### src/rtl/mips_muldiv_pkg.sv
// Shared types and constants for the HI/LO multiply/divide unit.
package mips_muldiv_pkg;

  localparam int MULDIV_ITER = 32;

  typedef enum logic [2:0] {
    OP_NOP   = 3'd0,
    OP_MULT  = 3'd1,
    OP_MULTU = 3'd2,
    OP_DIV   = 3'd3,
    OP_DIVU  = 3'd4,
    OP_MTHI  = 3'd5,
    OP_MTLO  = 3'd6,
    OP_RSVD  = 3'd7
  } muldiv_op_t;

  typedef enum logic [1:0] {
    IDLE  = 2'd0,
    RUN   = 2'd1,
    FIXUP = 2'd2
  } muldiv_state_t;

endpackage

### src/rtl/mips_muldiv_if.sv
// Request/response bundle between the core's decode stage and the HI/LO unit.
interface mips_muldiv_if;
  import mips_muldiv_pkg::*;

  // start/op/rs_value/rt_value are sampled on a rising edge only while busy is
  // low; a start seen while busy is high is dropped, never queued. done pulses
  // for one cycle when hi/lo have just been written; hi/lo are stale while busy.
  logic        start;
  muldiv_op_t  op;
  logic [31:0] rs_value;
  logic [31:0] rt_value;
  logic        busy;
  logic        done;
  logic [31:0] hi;
  logic [31:0] lo;

  modport master (
    output start, op, rs_value, rt_value,
    input  busy, done, hi, lo
  );

  modport slave (
    input  start, op, rs_value, rt_value,
    output busy, done, hi, lo
  );

endinterface

### src/rtl/muldiv_signed_mag.sv
// Conditional two's-complement negation; yields |x| for operands and applies
// the result sign at fix-up. sign_o reports the input's MSB.
module muldiv_signed_mag #(
  parameter int W = 32
) (
  input  logic [W-1:0] value_i,
  input  logic         negate_i,
  output logic [W-1:0] result_o,
  output logic         sign_o
);

  assign result_o = negate_i ? ((~value_i) + {{(W-1){1'b0}}, 1'b1}) : value_i;
  assign sign_o   = value_i[W-1];

endmodule

### src/rtl/mips_muldiv_unit.sv
// Iterative MULT/MULTU/DIV/DIVU unit holding the architectural HI/LO registers.
// One shift-add or restoring-divide step per enabled clock, sign fix-up at the end.
module mips_muldiv_unit
  import mips_muldiv_pkg::*;
#(
  parameter int          ITER       = MULDIV_ITER,
  parameter logic [31:0] RESET_HILO = 32'h0
) (
  input  logic          clk,
  input  logic          reset,
  input  logic          clk_enable,
  mips_muldiv_if.slave  bus,
  output muldiv_state_t dbg_state_o
);

  localparam logic [5:0] LAST_ITER = 6'(ITER - 1);

  muldiv_state_t state_q, state_d;
  logic [5:0]    cnt_q, cnt_d;
  logic [63:0]   acc_q, acc_d;
  logic [31:0]   mcand_q, mcand_d;
  logic          is_div_q, is_div_d;
  logic          neg_lo_q, neg_lo_d;
  logic          neg_hi_q, neg_hi_d;
  logic [31:0]   hi_q, hi_d;
  logic [31:0]   lo_q, lo_d;
  logic          done_q, done_d;

  logic        op_signed, op_div;
  logic [31:0] rs_mag, rt_mag;
  logic        rs_sign, rt_sign;
  logic [63:0] prod_fixed;
  logic [31:0] quo_fixed, rem_fixed;
  logic        prod_sign_unused, quo_sign_unused, rem_sign_unused;
  logic        sign_unused;

  assign op_signed = (bus.op == OP_MULT) || (bus.op == OP_DIV);
  assign op_div    = (bus.op == OP_DIV)  || (bus.op == OP_DIVU);

  muldiv_signed_mag #(.W(32)) u_rs_mag (
    .value_i  (bus.rs_value),
    .negate_i (op_signed & bus.rs_value[31]),
    .result_o (rs_mag),
    .sign_o   (rs_sign)
  );

  muldiv_signed_mag #(.W(32)) u_rt_mag (
    .value_i  (bus.rt_value),
    .negate_i (op_signed & bus.rt_value[31]),
    .result_o (rt_mag),
    .sign_o   (rt_sign)
  );

  muldiv_signed_mag #(.W(64)) u_prod_fix (
    .value_i  (acc_q),
    .negate_i (neg_lo_q),
    .result_o (prod_fixed),
    .sign_o   (prod_sign_unused)
  );

  muldiv_signed_mag #(.W(32)) u_quo_fix (
    .value_i  (acc_q[31:0]),
    .negate_i (neg_lo_q),
    .result_o (quo_fixed),
    .sign_o   (quo_sign_unused)
  );

  muldiv_signed_mag #(.W(32)) u_rem_fix (
    .value_i  (acc_q[63:32]),
    .negate_i (neg_hi_q),
    .result_o (rem_fixed),
    .sign_o   (rem_sign_unused)
  );

  assign sign_unused = prod_sign_unused ^ quo_sign_unused ^ rem_sign_unused;

  // acc_q holds {partial product, multiplier} or {remainder, dividend/quotient}.
  logic [32:0] mul_sum;
  logic [63:0] mul_next;
  logic [32:0] div_shift, div_diff;
  logic [63:0] div_next;

  always_comb begin
    mul_sum   = {1'b0, acc_q[63:32]} + {1'b0, (acc_q[0] ? mcand_q : 32'h0)};
    mul_next  = {mul_sum, acc_q[31:1]};
    div_shift = {acc_q[63:32], acc_q[31]};
    div_diff  = div_shift - {1'b0, mcand_q};
    div_next  = div_diff[32] ? {div_shift[31:0], acc_q[30:0], 1'b0}
                             : {div_diff[31:0],  acc_q[30:0], 1'b1};
  end

  always_comb begin
    state_d  = state_q;
    cnt_d    = cnt_q;
    acc_d    = acc_q;
    mcand_d  = mcand_q;
    is_div_d = is_div_q;
    neg_lo_d = neg_lo_q;
    neg_hi_d = neg_hi_q;
    hi_d     = hi_q;
    lo_d     = lo_q;
    done_d   = 1'b0;
    case (state_q)
      IDLE: begin
        if (bus.start) begin
          case (bus.op)
            OP_MTHI: begin
              hi_d   = bus.rs_value;
              done_d = 1'b1;
            end
            OP_MTLO: begin
              lo_d   = bus.rs_value;
              done_d = 1'b1;
            end
            OP_MULT, OP_MULTU, OP_DIV, OP_DIVU: begin
              if (op_div && (bus.rt_value == 32'h0)) begin
                // Divide by zero completes at once and leaves HI/LO alone.
                done_d = 1'b1;
              end else begin
                state_d  = RUN;
                cnt_d    = 6'd0;
                acc_d    = {32'h0, (op_div ? rs_mag : rt_mag)};
                mcand_d  = op_div ? rt_mag : rs_mag;
                is_div_d = op_div;
                neg_lo_d = op_signed & (rs_sign ^ rt_sign);
                neg_hi_d = op_signed & rs_sign;
              end
            end
            default: ;
          endcase
        end
      end
      RUN: begin
        acc_d = is_div_q ? div_next : mul_next;
        cnt_d = cnt_q + 6'd1;
        if (cnt_q == LAST_ITER) begin
          state_d = FIXUP;
        end
      end
      FIXUP: begin
        if (is_div_q) begin
          hi_d = rem_fixed;
          lo_d = quo_fixed;
        end else begin
          hi_d = prod_fixed[63:32];
          lo_d = prod_fixed[31:0];
        end
        done_d  = 1'b1;
        state_d = IDLE;
      end
      default: state_d = IDLE;
    endcase
  end

  always_ff @(posedge clk) begin
    if (reset) begin
      state_q  <= IDLE;
      cnt_q    <= 6'd0;
      acc_q    <= 64'h0;
      mcand_q  <= 32'h0;
      is_div_q <= 1'b0;
      neg_lo_q <= 1'b0;
      neg_hi_q <= 1'b0;
      hi_q     <= RESET_HILO;
      lo_q     <= RESET_HILO;
      done_q   <= 1'b0;
    end else if (clk_enable) begin
      state_q  <= state_d;
      cnt_q    <= cnt_d;
      acc_q    <= acc_d;
      mcand_q  <= mcand_d;
      is_div_q <= is_div_d;
      neg_lo_q <= neg_lo_d;
      neg_hi_q <= neg_hi_d;
      hi_q     <= hi_d;
      lo_q     <= lo_d;
      done_q   <= done_d;
    end
  end

  assign bus.busy    = (state_q != IDLE);
  assign bus.done    = done_q;
  assign bus.hi      = hi_q;
  assign bus.lo      = lo_q;
  assign dbg_state_o = state_q;

endmodule

### src/flat_wrapper.sv
// flat-port wrapper written by rule: the top's interface ports become plain ports
module mips_muldiv_unit_flat import mips_muldiv_pkg::*;
#(
  parameter int          ITER       = MULDIV_ITER,
  parameter logic [31:0] RESET_HILO = 32'h0
)
  (clk, reset, clk_enable, dbg_state_o, bus_start, bus_op, bus_rs_value, bus_rt_value, bus_busy, bus_done, bus_hi, bus_lo);
  mips_muldiv_if bus_i ();
  input  logic clk;
  input  logic reset;
  input  logic clk_enable;
  output muldiv_state_t dbg_state_o;
  input wire logic [$bits(bus_i.start)-1:0] bus_start;
  input wire logic [$bits(bus_i.op)-1:0] bus_op;
  input wire logic [$bits(bus_i.rs_value)-1:0] bus_rs_value;
  input wire logic [$bits(bus_i.rt_value)-1:0] bus_rt_value;
  output wire logic [$bits(bus_i.busy)-1:0] bus_busy;
  output wire logic [$bits(bus_i.done)-1:0] bus_done;
  output wire logic [$bits(bus_i.hi)-1:0] bus_hi;
  output wire logic [$bits(bus_i.lo)-1:0] bus_lo;
  assign bus_i.start = bus_start;
  assign bus_i.op = bus_op;
  assign bus_i.rs_value = bus_rs_value;
  assign bus_i.rt_value = bus_rt_value;
  assign bus_busy = bus_i.busy;
  assign bus_done = bus_i.done;
  assign bus_hi = bus_i.hi;
  assign bus_lo = bus_i.lo;
  mips_muldiv_unit #(.ITER(ITER), .RESET_HILO(RESET_HILO)) u_core (.clk(clk), .reset(reset), .clk_enable(clk_enable), .bus(bus_i), .dbg_state_o(dbg_state_o));
endmodule
### config.mk
export PLATFORM = sky130hd
export DESIGN_NAME = mips_muldiv_unit_flat
export DESIGN_NICKNAME = d
export VERILOG_FILES = /design/src/rtl/mips_muldiv_pkg.sv /design/src/rtl/mips_muldiv_if.sv /design/src/rtl/muldiv_signed_mag.sv /design/src/rtl/mips_muldiv_unit.sv /design/src/flat_wrapper.sv
export SDC_FILE = /design/constraint.sdc
export NUM_CORES = 1
export LEC_CHECK = 0
export BUFFER_PORTS_ARGS = -buffer_cell sky130_fd_sc_hd__buf_2
export CORE_MARGIN = 4
export CORE_UTILIZATION = 25
export DETAILED_ROUTE_END_ITERATION = 12
export GPL_TIMING_DRIVEN = 0
export HOLD_SLACK_MARGIN = 0.12
export PLACE_DENSITY = 0.37
export SYNTH_ARGS = -nofsm -noshare
export SYNTH_HDL_FRONTEND = slang
export SYNTH_HIERARCHICAL = 1
export SYNTH_SLANG_ARGS = --single-unit
### constraint.sdc
create_clock -name clk -period 4.3 [get_ports clk]
set_input_delay 1.075 -clock clk [delete_from_list [all_inputs] [get_ports clk]]
set_output_delay 1.075 -clock clk [all_outputs]
set_load 0.05 [all_outputs]
=== Yosys cells after proc, flatten, opt, wreduce, memory -nomap -nowiden ===
Index checks and enable logic that the tools add are counted.

* Bits in registers: 172

* Add/subtract/negate cells: 8
* Equal/unequal tests: 15
* Mux-type cells: 35
* Bitwise operators: 10
* Reduce and logical (&&, ||, !) cells: 15

{| class="wikitable"
|+ Operators by type and width
! operator !! number
|-
| $mux W32 || 13
|-
| $mux W64 || 6
|-
| $add A32 B1 Y32 const B || 4
|-
| $not A32 Y32 || 4
|-
| $pmux W32 S2 || 2
|-
| $pmux W64 S2 || 1
|-
| $add A64 B1 Y64 const B || 1
|-
| $not A64 Y64 || 1
|-
| $add A32 B32 Y33 || 1
|-
| $sub A33 B32 Y33 || 1
|-
| $logic_not A32 Y1 || 1
|-
| $mux W6 || 3
|-
| $reduce_and A5 Y1 || 3
|-
| $pmux W6 S2 || 1
|-
| $ne A2 B2 Y1 const B || 5
|-
| $eq A3 B3 Y1 const B || 3
|-
| $mux W2 || 4
|-
| $reduce_and A4 Y1 || 2
|-
| $add A6 B1 Y6 const B || 1
|-
| $eq A3 B2 Y1 const B || 2
|-
| $eq A6 B5 Y1 const B || 1
|-
| $reduce_bool A2 Y1 || 3
|-
| $pmux W1 S2 || 2
|-
| $pmux W2 S2 || 1
|-
| 13 further kinds || 17
|}

=== Longest topological paths before layout ===
Gate-level depths: netlist of run 1.

* Word-level depth: 9
* Depth in mapped cells: 14

=== Modules after synthesis ===
Netlist of run 1, hierarchy kept.

{| class="wikitable"
|+ By module, submodules not included
! module !! times used !! cells an instance !! area each (µm²) !! seq. area each (µm²)
|-
| mips_muldiv_unit || 1 || 1693 || 12708.4 || 3443.3
|-
| muldiv_signed_mag (u_core.u_quo_fix ...) || 4 || 100 || 784.5 || 0.0
|-
| muldiv_signed_mag (u_core.u_prod_fix) || 1 || 207 || 1656.6 || 0.0
|}

=== Worst setup path after synthesis of run 1 ===
Ideal clock, no wire load.

* Path kind: register -> register
* From: register u_core.acc_q[0]
* To: register u_core.acc_q[57]
* Setup time: 122 ps
* Arrival: 3251 ps
* Path slack: 927 ps
* Stages on the path, launching flop included: 15
* Path buffers: 1
* Period minus slack after synthesis: 3373 ps
* Path through: dfxtp_1 -> clkbuf_1 -> and2_1 -> ha_1 -> inv_1 -> fa_1 -> nand2b_1 -> a21oi_1 -> o21ai_0 -> a211oi_1 -> a311oi_2 -> o21ai_2 -> a41oi_2 -> mux2i_1 -> a221o_1

* Cells in the longest elaborated chain, start to end: 4

{| class="wikitable"
|+ RTL lines
! what !! RTL line !! RTL
|-
| start, declared || mips_muldiv_unit.sv:20 || <nowiki>logic [63:0] acc_q, acc_d;</nowiki>
|-
| start signal, assigned || mips_muldiv_unit.sv:159 || <nowiki>acc_q <= 64'h0;</nowiki>
|-
| start signal, assigned || mips_muldiv_unit.sv:170 || <nowiki>acc_q <= acc_d;</nowiki>
|-
| $mux W32 || mips_muldiv_unit.sv:84 || <nowiki>mul_sum = {1'b0, acc_q[63:32]} + {1'b0, (acc_q[0] ? mcand_q : 32'h0)};</nowiki>
|-
| $add A32 B32 Y33 || mips_muldiv_unit.sv:84 ||
|-
| $mux W64 || mips_muldiv_unit.sv:134 || <nowiki>acc_d = is_div_q ? div_next : mul_next;</nowiki>
|-
| $pmux W64 S2 || mips_muldiv_unit.sv:103 || <nowiki>case (state_q)</nowiki>
|}

No other way between the ends.
A chain may end at the register's enable or synchronous reset.

=== Worst setup path in the final report of run 1 ===
* From: register u_core.acc_q[0]
* To: register u_core.acc_q[61]

The elaborated chain is that of the path after synthesis.

==> results.sh, run 1 <==
export IMPL_status="finished clean"
export IMPL_wl_per_cell_um=24.6
export IMPL_fp_dieW_um=272
export IMPL_yosys_warnings=6
export IMPL_num_rows=96
export IMPL_cpMaxStageDelayCell="dfxtp_4"
export IMPL_syn_area_per_cell_sq_um=7.61
export IMPL_critPathLaunch="u_core/acc_q[0]"
export IMPL_antenna_found_initial=2
export IMPL_post_cts_buffers=0
export IMPL_vias=18500
export IMPL_drive_gt1_share_pct=11.9
export IMPL_clock_latency_ps=500
export IMPL_power_density_mw_per_mm2=244
export IMPL_n_fill_cell=7650
export IMPL_vias_per_cell=5.44
export IMPL_clkPwrFrac_pct=33.9
export IMPL_dp_slack_ps=-906
export IMPL_clk_path_buf_depth=2
export IMPL_p_leak_nw=7.40
export IMPL_syn_inst=2297
export IMPL_min_delay_start="u_core/bus.done"
export IMPL_crit_family="compound AO/OA/AOI/OAI gates"
export IMPL_hpwl_um=67900
export IMPL_critical_path_max_stage_delay_ps=540
export IMPL_swShare_pct=39.0
export IMPL_clock_skew_ps=22.8
export IMPL_startpoint_type="flip-flop"
export IMPL_start_util_pct=25.4
export IMPL_synth_nets=2440
export IMPL_cp_required_ps=4680
export IMPL_drtPass1Iterations=5
export IMPL_max_vdd_ir_drop_mv=0.324
export IMPL_clk_pin_slew_ps=80
export IMPL_comb_power_share_pct=30.2
export IMPL_grt_max_degree=17
export IMPL_clock_sinks=172
export IMPL_worst_endpoint_arrival_ps=4500
export IMPL_coreArea_sq_mm=0.0689
export IMPL_nets=2596
export IMPL_cts_buffers=17
export IMPL_multiInputGateArea_sq_mm=0.0132
export IMPL_port_buffer_count=137
export IMPL_synthToLayoutAreaGrowth_pct=14.1
export IMPL_ctsHtreeMaxLevel=4
export IMPL_grt_pass1_vias=18200
export IMPL_setup_viol=0
export IMPL_final_max_slew_viol_count=0
export IMPL_die_area_sq_mm=0.0742
export IMPL_gp_congestion=0.923
export IMPL_drc_errors=0
export IMPL_grtUsageTotal_pct=22.1
export IMPL_cp_cell_sequence="clkbuf_1, nand2_1, fa_1, nand2b_1, a21oi_1, o21ai_0, a211oi_4, a311oi_2, o21ai_2, a41oi_1, mux2i_1, nand3_1"
export IMPL_end_kind="flip-flop"
export IMPL_grt_overflow_total=0
export IMPL_antenna_cells=0
export IMPL_reg2reg_from="u_core/acc_q[0]"
export IMPL_clock_fmax_mhz=243
export IMPL_slew_headroom_pct=14.2
export IMPL_share_seq_of_total_power_pct=35.9
export IMPL_cts_tree="done"
export IMPL_routed_wl_um=83600
export IMPL_tightest_slew_ps=1280
export IMPL_ant_nets=0
export IMPL_critical_path_class="reg -> reg"
export IMPL_synth_area_sq_mm=0.0175
export IMPL_die_h_um=272
export IMPL_root_buffer="clkbuf_16"
export IMPL_layout_min_cycle_time_ps=4120
export IMPL_hold_path_class="reg -> reg"
export IMPL_intPower_mw=2.97
export IMPL_utilization_pct=28.9
export IMPL_rsz0062_at_grt="true"
export IMPL_p_sw_mw=1.90
export IMPL_layout_commonest_cell="nand2_1"
export IMPL_grt_first_pass_wirelength_um=123000
export IMPL_fin_crit_sh_pct=95.8
export IMPL_layout_setup_ws_ps=179
export IMPL_hold_viol_final=0
export IMPL_io_pins=139
export IMPL_crit_buf_inv=1
export IMPL_final_cell_mix="260 x nand2_1, 220 x nor2_1, 208 x xnor2_1"
export IMPL_regArea_sq_mm=0.00345
export IMPL_drt_iter0_markers=1678
export IMPL_cts_hold_fix_buffers=0
export IMPL_cap_violations=0
export IMPL_worstPathMaxFanout=16
-- layer usage --
layer	vias up	track usage [%]	share of wire, %
met5	-	0	0
met1	9044	30.1	46
li1	8778	-	-
met4	0	5.64	2.2
met2	583	35.8	46
met3	80	4.20	5.9
-- worst register-to-register path: stages, from the launching register on --
cell      delay, ps
dfxtp_4         540
clkbuf_1        460
nand2_1         180
fa_1            440
nand2b_1        200
a21oi_1         200
o21ai_0         220
a211oi_4        480
a311oi_2        250
o21ai_2         350
a41oi_1         290
mux2i_1         300
nand3_1         110
-- power groups by stage --
stage	clock, mW	sequential (mW)	combinational (mW)
floorplan	0	1.76	0.917
global placement	0	1.79	1.45
detailed placement	0	1.78	1.45
CTS	1.72	1.75	1.45
global route	1.77	1.76	1.58
finish	1.65	1.75	1.47
-- state kept, by name, indices dropped and copies added (netlist names) --
name                count
u_core/acc_q           64
u_core/bus.hi          32
u_core/bus.lo          32
u_core/mcand_q         32
u_core/cnt_q            6
u_core/dbg_state_o      2
u_core/bus.done         1
u_core/is_div_q         1
u_core/neg_hi_q         1
u_core/neg_lo_q         1
-- layout make-up --
class                   instances  share of cell area (%)
repair buffers                137                    3.44
flip-flops and latches        172                    17.3
clock inverters                14                   0.822
inverters                      62                    1.17
multi-input cells            1916                    66.2
plain buffers                 147                    3.16
well taps                     931                    5.84
clock buffers                  17                    2.13
-- per-stage QoR --
step	instances	cell area, sq um	TNS, ps	hold slack [ps]	power (mW)
final	3396	19900	0	458	4.87
after global routing	3396	19900	-8.30	479	5.11
after CTS	3396	19900	0	460	4.91
after detailed placement	3365	19300	-6950	450	3.23
after global placement	3365	19300	-7120	455	3.24
after floorplan	2297	17500	0	484	2.68
-- what timing repair did --
action / 4_1_cts / 5_1_grt
setup endpoints to repair: 16 / 3
pin swaps: 1 / 0
gates resized for setup: 5 / 3
-- final timing paths --
kind	end	slack (ps)	cells after the start
worst max-delay path	u_core/acc_q[61]	180	12
worst min-delay path	u_core/bus.done	460	2
worst max register to register	u_core/acc_q[61]	180	12
worst min register to register	u_core/bus.done	460	2
Note: power is estimated with default switching activity, not from simulation.
==> run 2: changes to the inputs <==
ABC_AREA = 1   (was default)
CORE_ASPECT_RATIO = 1.75   (was default)
==> results.sh, run 2 <==
export IMPL_status="finished clean"
export IMPL_tightest_slew_ps=1080
export IMPL_setup_viol=0
export IMPL_clock_fmax_mhz=253
export IMPL_crit_family="simple AND/OR/NAND/NOR gates"
export IMPL_n_fill_cell=9969
export IMPL_intPower_mw=3.22
export IMPL_clock_skew_ps=17.2
export IMPL_post_cts_buffers=0
export IMPL_grt_max_degree=21
export IMPL_clock_latency_ps=500
export IMPL_clock_sinks=172
export IMPL_clk_pin_slew_ps=80
export IMPL_port_buffer_count=137
export IMPL_coreArea_sq_mm=0.0832
export IMPL_ant_nets=0
export IMPL_vias_per_cell=5.04
export IMPL_final_max_slew_viol_count=0
export IMPL_synth_area_sq_mm=0.0210
export IMPL_critical_path_max_stage_delay_ps=490
export IMPL_clkPwrFrac_pct=27.4
export IMPL_die_h_um=391
export IMPL_cpMaxStageDelayCell="clkbuf_1"
export IMPL_root_buffer="clkbuf_16"
export IMPL_synth_nets=3949
export IMPL_cp_common_cell="nand2_1"
export IMPL_crit_buf_inv=4
export IMPL_max_vdd_ir_drop_mv=0.245
export IMPL_hold_viol_final=0
export IMPL_clk_path_buf_depth=2
export IMPL_gp_congestion=0.969
export IMPL_swShare_pct=48.6
export IMPL_rsz0062_at_grt="false"
export IMPL_p_leak_nw=11.6
export IMPL_cap_violations=0
export IMPL_die_area_sq_mm=0.0889
export IMPL_fin_tns_setup_ps=0
export IMPL_synthToLayoutAreaGrowth_pct=12.5
export IMPL_drc_errors=0
export IMPL_multiInputGateArea_sq_mm=0.0151
export IMPL_utilization_pct=28.4
export IMPL_worstPathMaxFanout=10
export IMPL_fin_area_sq_mm=0.0236
export IMPL_grtUsageTotal_pct=26.9
export IMPL_drtPass1Iterations=6
export IMPL_fp_dieW_um=227
export IMPL_vias=25400
export IMPL_io_pins=139
export IMPL_comb_power_share_pct=42.9
export IMPL_regArea_sq_mm=0.00344
export IMPL_start_util_pct=25.2
export IMPL_cts_resized=0
export IMPL_critical_path_class="reg -> reg"
export IMPL_wl_per_cell_um=24.1
export IMPL_syn_area_per_cell_sq_um=5.52
export IMPL_dp_cells=5008
export IMPL_nets=4105
export IMPL_layout_cells_non_filler=5041
export IMPL_layout_min_cycle_time_ps=3950
export IMPL_p_sw_mw=3.04
export IMPL_syn_inst=3806
export IMPL_drt_iter0_markers=1808
export IMPL_fin_crit_sh_pct=91.8
export IMPL_layout_commonest_cell="nand2_1"
export IMPL_end_kind="flip-flop"
export IMPL_timing_hold_ws_ps=487
export IMPL_cts_hold_fix_buffers=0
export IMPL_top_register="u_core/acc_q"
export IMPL_final_cell_mix="1084 x nand2_1, 547 x nor2_1, 445 x inv_1"
export IMPL_power_density_mw_per_mm2=265
export IMPL_cp_cell_sequence="clkbuf_1, clkbuf_1, nand2_1, inv_1, ha_1, inv_1, fa_1, o21ai_2, nand2_1, nand2_1, nand2_1, nand2_1, nand3_1, nand3_1, nand2_1, nor2_1, nor2_1, nand2_1, a21oi_2"
export IMPL_num_rows=140
export IMPL_grt_overflow_total=0
export IMPL_slew_headroom_pct=28.3
export IMPL_largest_reg_flops=64
export IMPL_cts_tree="done"
export IMPL_yosys_warnings=6
export IMPL_routed_wl_um=122000
export IMPL_cts_buffers=17
export IMPL_hold_path_class="reg -> reg"
export IMPL_share_seq_of_total_power_pct=29.7
export IMPL_hpwl_um=103000
export IMPL_ctsHtreeMaxLevel=4
export IMPL_drive_gt1_share_pct=11.1
export IMPL_placed_area_sq_mm=0.0230
export IMPL_cp_required_ps=4650
export IMPL_worst_endpoint_arrival_ps=4290
export IMPL_grt_first_pass_wirelength_um=173000
export IMPL_antenna_found_initial=2
export IMPL_startpoint_type="flip-flop"
export IMPL_grt_pass1_vias=25800
-- run 2: area by class of cell --
class	count	area share [%]
Inverter	468	7.52
Sequential cell	172	14.6
Multi-Input combinational cell	3019	63.7
Tap cell	1065	5.64
Clock buffer	17	1.80
Clock inverter	15	0.789
Antenna cell	1	0.0106
Timing Repair Buffer	137	2.90
Buffer	147	3.07
-- run 2: through the flow --
stage          power [mW]  worst slack, ps
3_5_place_dp         4.57              430
6_report             6.26              353
4_1_cts              6.29              403
3_3_place_gp         4.57              447
2_1_floorplan        3.57             1610
5_1_grt              6.60             33.4
-- run 2: per-layer routing --
metal | vias to the layer above | track usage (%) | routed length (um)
met4 | 0 | 15.9 | 8680
met1 | 11900 | 27.8 | 43800
met3 | 244 | 2.03 | 3840
met2 | 720 | 52.1 | 65200
li1 | 12500 | - | -
met5 | - | 0 | 0
-- run 2: power by group through the flow --
stage                     registers [mW]  clock network [mW]  logic [mW]
after floorplan                     1.93                   0        1.64
after global placement              1.90                   0        2.68
after detailed placement            1.90                   0        2.67
after CTS                           1.86                1.75        2.68
after global routing                1.87                1.79        2.94
final                               1.86                1.72        2.69
-- run 2: worst paths after layout --
| path | startpoint | endpoint | slack (ps) | depth (start not counted) |
|---|---|---|---|---|
| max | u_core/acc_q[0] | u_core/acc_q[59] | 350 | 19 |
| max reg2reg | u_core/acc_q[0] | u_core/acc_q[59] | 350 | 19 |
| min | u_core/bus.done | u_core/bus.done | 490 | 2 |
| min reg2reg | u_core/bus.done | u_core/bus.done | 490 | 2 |
-- run 2: worst register-to-register path: stages, from the launching register on --
cell	delay [ps]
dfxtp_1	480
clkbuf_1	390
clkbuf_1	490
nand2_1	100
inv_1	80
ha_1	200
inv_1	90
fa_1	470
o21ai_2	290
nand2_1	110
nand2_1	120
nand2_1	60
nand2_1	210
nand3_1	160
nand3_1	100
nand2_1	50
nor2_1	130
nor2_1	70
nand2_1	140
a21oi_2	60
==> run 3: changes to the inputs <==
BUFFER_PORTS_ARGS = -buffer_cell sky130_fd_sc_hd__buf_4   (was -buffer_cell sky130_fd_sc_hd__buf_2)
SETUP_SLACK_MARGIN = 0.1   (was default)
==> results.sh, run 3 (same netlist as run 2, synthesis figures left out) <==
export IMPL_grt_first_pass_wirelength_um=175000
export IMPL_cts_hold_fix_buffers=0
export IMPL_coreArea_sq_mm=0.0832
export IMPL_multiInputGateArea_sq_mm=0.0151
export IMPL_clk_pin_slew_ps=80
export IMPL_vias=25300
export IMPL_drt_iter0_markers=1617
export IMPL_hold_viol_final=0
export IMPL_ant_nets=0
export IMPL_reg2reg_to="u_core/acc_q[61]"
export IMPL_slew_headroom_pct=25.3
export IMPL_hold_path_class="reg -> reg"
export IMPL_cts_tree="done"
export IMPL_grtUsageTotal_pct=27.3
export IMPL_drc_errors=0
export IMPL_crit_family="simple AND/OR/NAND/NOR gates"
export IMPL_cp_required_ps=4640
export IMPL_top_layer_used="met4"
export IMPL_synthToLayoutAreaGrowth_pct=14.0
export IMPL_rsz0062_at_grt="false"
export IMPL_clk_path_buf_depth=2
export IMPL_drive_gt1_share_pct=11.2
export IMPL_layout_min_cycle_time_ps=3880
export IMPL_clock_skew_ps=24.4
export IMPL_die_area_sq_mm=0.0889
export IMPL_grt_max_degree=20
export IMPL_startpoint_type="flip-flop"
export IMPL_top_register="u_core/acc_q"
export IMPL_largest_reg_flops=64
export IMPL_regArea_sq_mm=0.00344
export IMPL_reg2reg_from="u_core/acc_q[0]"
export IMPL_wl_per_cell_um=24.5
export IMPL_tightest_slew_ps=1120
export IMPL_critical_path_class="reg -> reg"
export IMPL_critical_path_max_stage_delay_ps=500
export IMPL_dp_cells=5008
export IMPL_fin_tns_setup_ps=0
export IMPL_routed_wl_um=124000
export IMPL_worst_hold_path_num_cells=2
export IMPL_grt_pass1_vias=25600
export IMPL_clock_sinks=172
export IMPL_n_fill_cell=9848
export IMPL_vias_per_cell=5.01
export IMPL_antenna_found_initial=0
export IMPL_reg2regPathDepth=17
export IMPL_grt_overflow_total=0
export IMPL_max_vdd_ir_drop_mv=0.307
export IMPL_io_pins=139
export IMPL_clock_fmax_mhz=258
export IMPL_min_delay_start="u_core/mcand_q[11]"
export IMPL_critPathLaunch="u_core/acc_q[0]"
export IMPL_layout_cells_non_filler=5040
export IMPL_final_cell_mix="1084 x nand2_1, 547 x nor2_1, 445 x inv_1"
export IMPL_gp_congestion=0.991
export IMPL_fin_crit_sh_pct=90.3
export IMPL_cap_violations=0
export IMPL_num_rows=140
export IMPL_ctsHtreeMaxLevel=4
export IMPL_start_util_pct=25.2
export IMPL_crit_buf_inv=4
export IMPL_cpMaxStageDelayCell="dfxtp_1"
export IMPL_worstPathMaxFanout=10
export IMPL_nets=4105
export IMPL_reg2reg_slack_ps=420
export IMPL_wl_met3_um=3610
export IMPL_worst_endpoint_arrival_ps=4230
export IMPL_status="finished clean"
export IMPL_end_kind="flip-flop"
export IMPL_power_density_mw_per_mm2=261
export IMPL_drtPass1Iterations=7
export IMPL_cp_common_cell="nand2_1"
export IMPL_p_leak_nw=11.7
export IMPL_die_h_um=391
export IMPL_root_buffer="clkbuf_16"
export IMPL_cp_cell_sequence="clkbuf_1, clkbuf_2, nand2_1, inv_1, ha_1, inv_1, fa_1, o21ai_2, nand2_1, nand2_1, nand2_1, o211ai_1, nand2_1, nand3_1, nand3_1, nand3_1, a21oi_1"
export IMPL_clock_latency_ps=520
export IMPL_cts_buffers=17
export IMPL_holdPathEnd="u_core/mcand_q[11]"
export IMPL_routedLengthMet1_um=44400
export IMPL_port_buffer_count=137
export IMPL_dr_wl_met2_um=66100
export IMPL_fp_dieW_um=227
export IMPL_setup_viol=0
export IMPL_hpwl_um=104000
export IMPL_layout_commonest_cell="nand2_1"
export IMPL_antenna_cells=0
export IMPL_final_max_slew_viol_count=0
run 3: power by group:
| group | switching, mW | internal, mW | leakage (nW) |
|---|---|---|---|
| Combinational | 1.95 | 0.786 | 10.0 |
| Sequential | 0.179 | 1.68 | 1.40 |
| Clock | 0.872 | 0.783 | 0.284 |
run 3: how the worst max path moves through the flow:
| stage | to | slack [ps] | depth (start not counted) |
|---|---|---|---|
| 2_1_floorplan | u_core/acc_q[59] | 1610 | 19 |
| 3_3_place_gp | u_core/acc_q[61] | 230 | 17 |
| 3_5_place_dp | u_core/acc_q[61] | 240 | 17 |
| 4_1_cts | u_core/acc_q[61] | 220 | 17 |
| 5_1_grt | u_core/acc_q[61] | 170 | 18 |
| 6_report | u_core/acc_q[61] | 420 | 17 |
run 3: stage by stage:
stage                     cell area [sq um]  hold WS [ps]  power, mW  utilization [%]  worst slack, ps
final                                 23900           488       6.25             28.8              419
after global routing                  23900           517       6.60             28.8              173
after CTS                             23900           487       6.29             28.8              220
after detailed placement              23400           476       4.62             28.1              237
after global placement                23400           476       4.63             28.1              232
after floorplan                       21000           445       3.57                -             1610
run 3: final cells by class:
cell class | instances | area share [%]
multi-input cells | 3019 | 62.9
plain buffers | 147 | 3.03
clock buffers | 17 | 1.78
flip-flops and latches | 172 | 14.4
clock inverters | 15 | 0.674
repair buffers | 137 | 4.30
inverters | 468 | 7.42
well taps | 1065 | 5.57
run 3: worst min-delay path, cell delays in order, from the launching register on:
cell and delay (ps):
dfxtp_1 320, inv_1 70, a21oi_1 60
run 3: layer usage:
metal / vias up / track usage, %
met5: - / 0
met4: 0 / 17.2
met3: 249 / 2.18
met2: 667 / 52.5
met1: 11800 / 28.0
li1: 12500 / -
run 3: timing repair:
item                                    in CTS  in global routing
endpoints found under the setup margin       0                  3
gates resized for setup                      0                  2
setup buffers                                0                  0
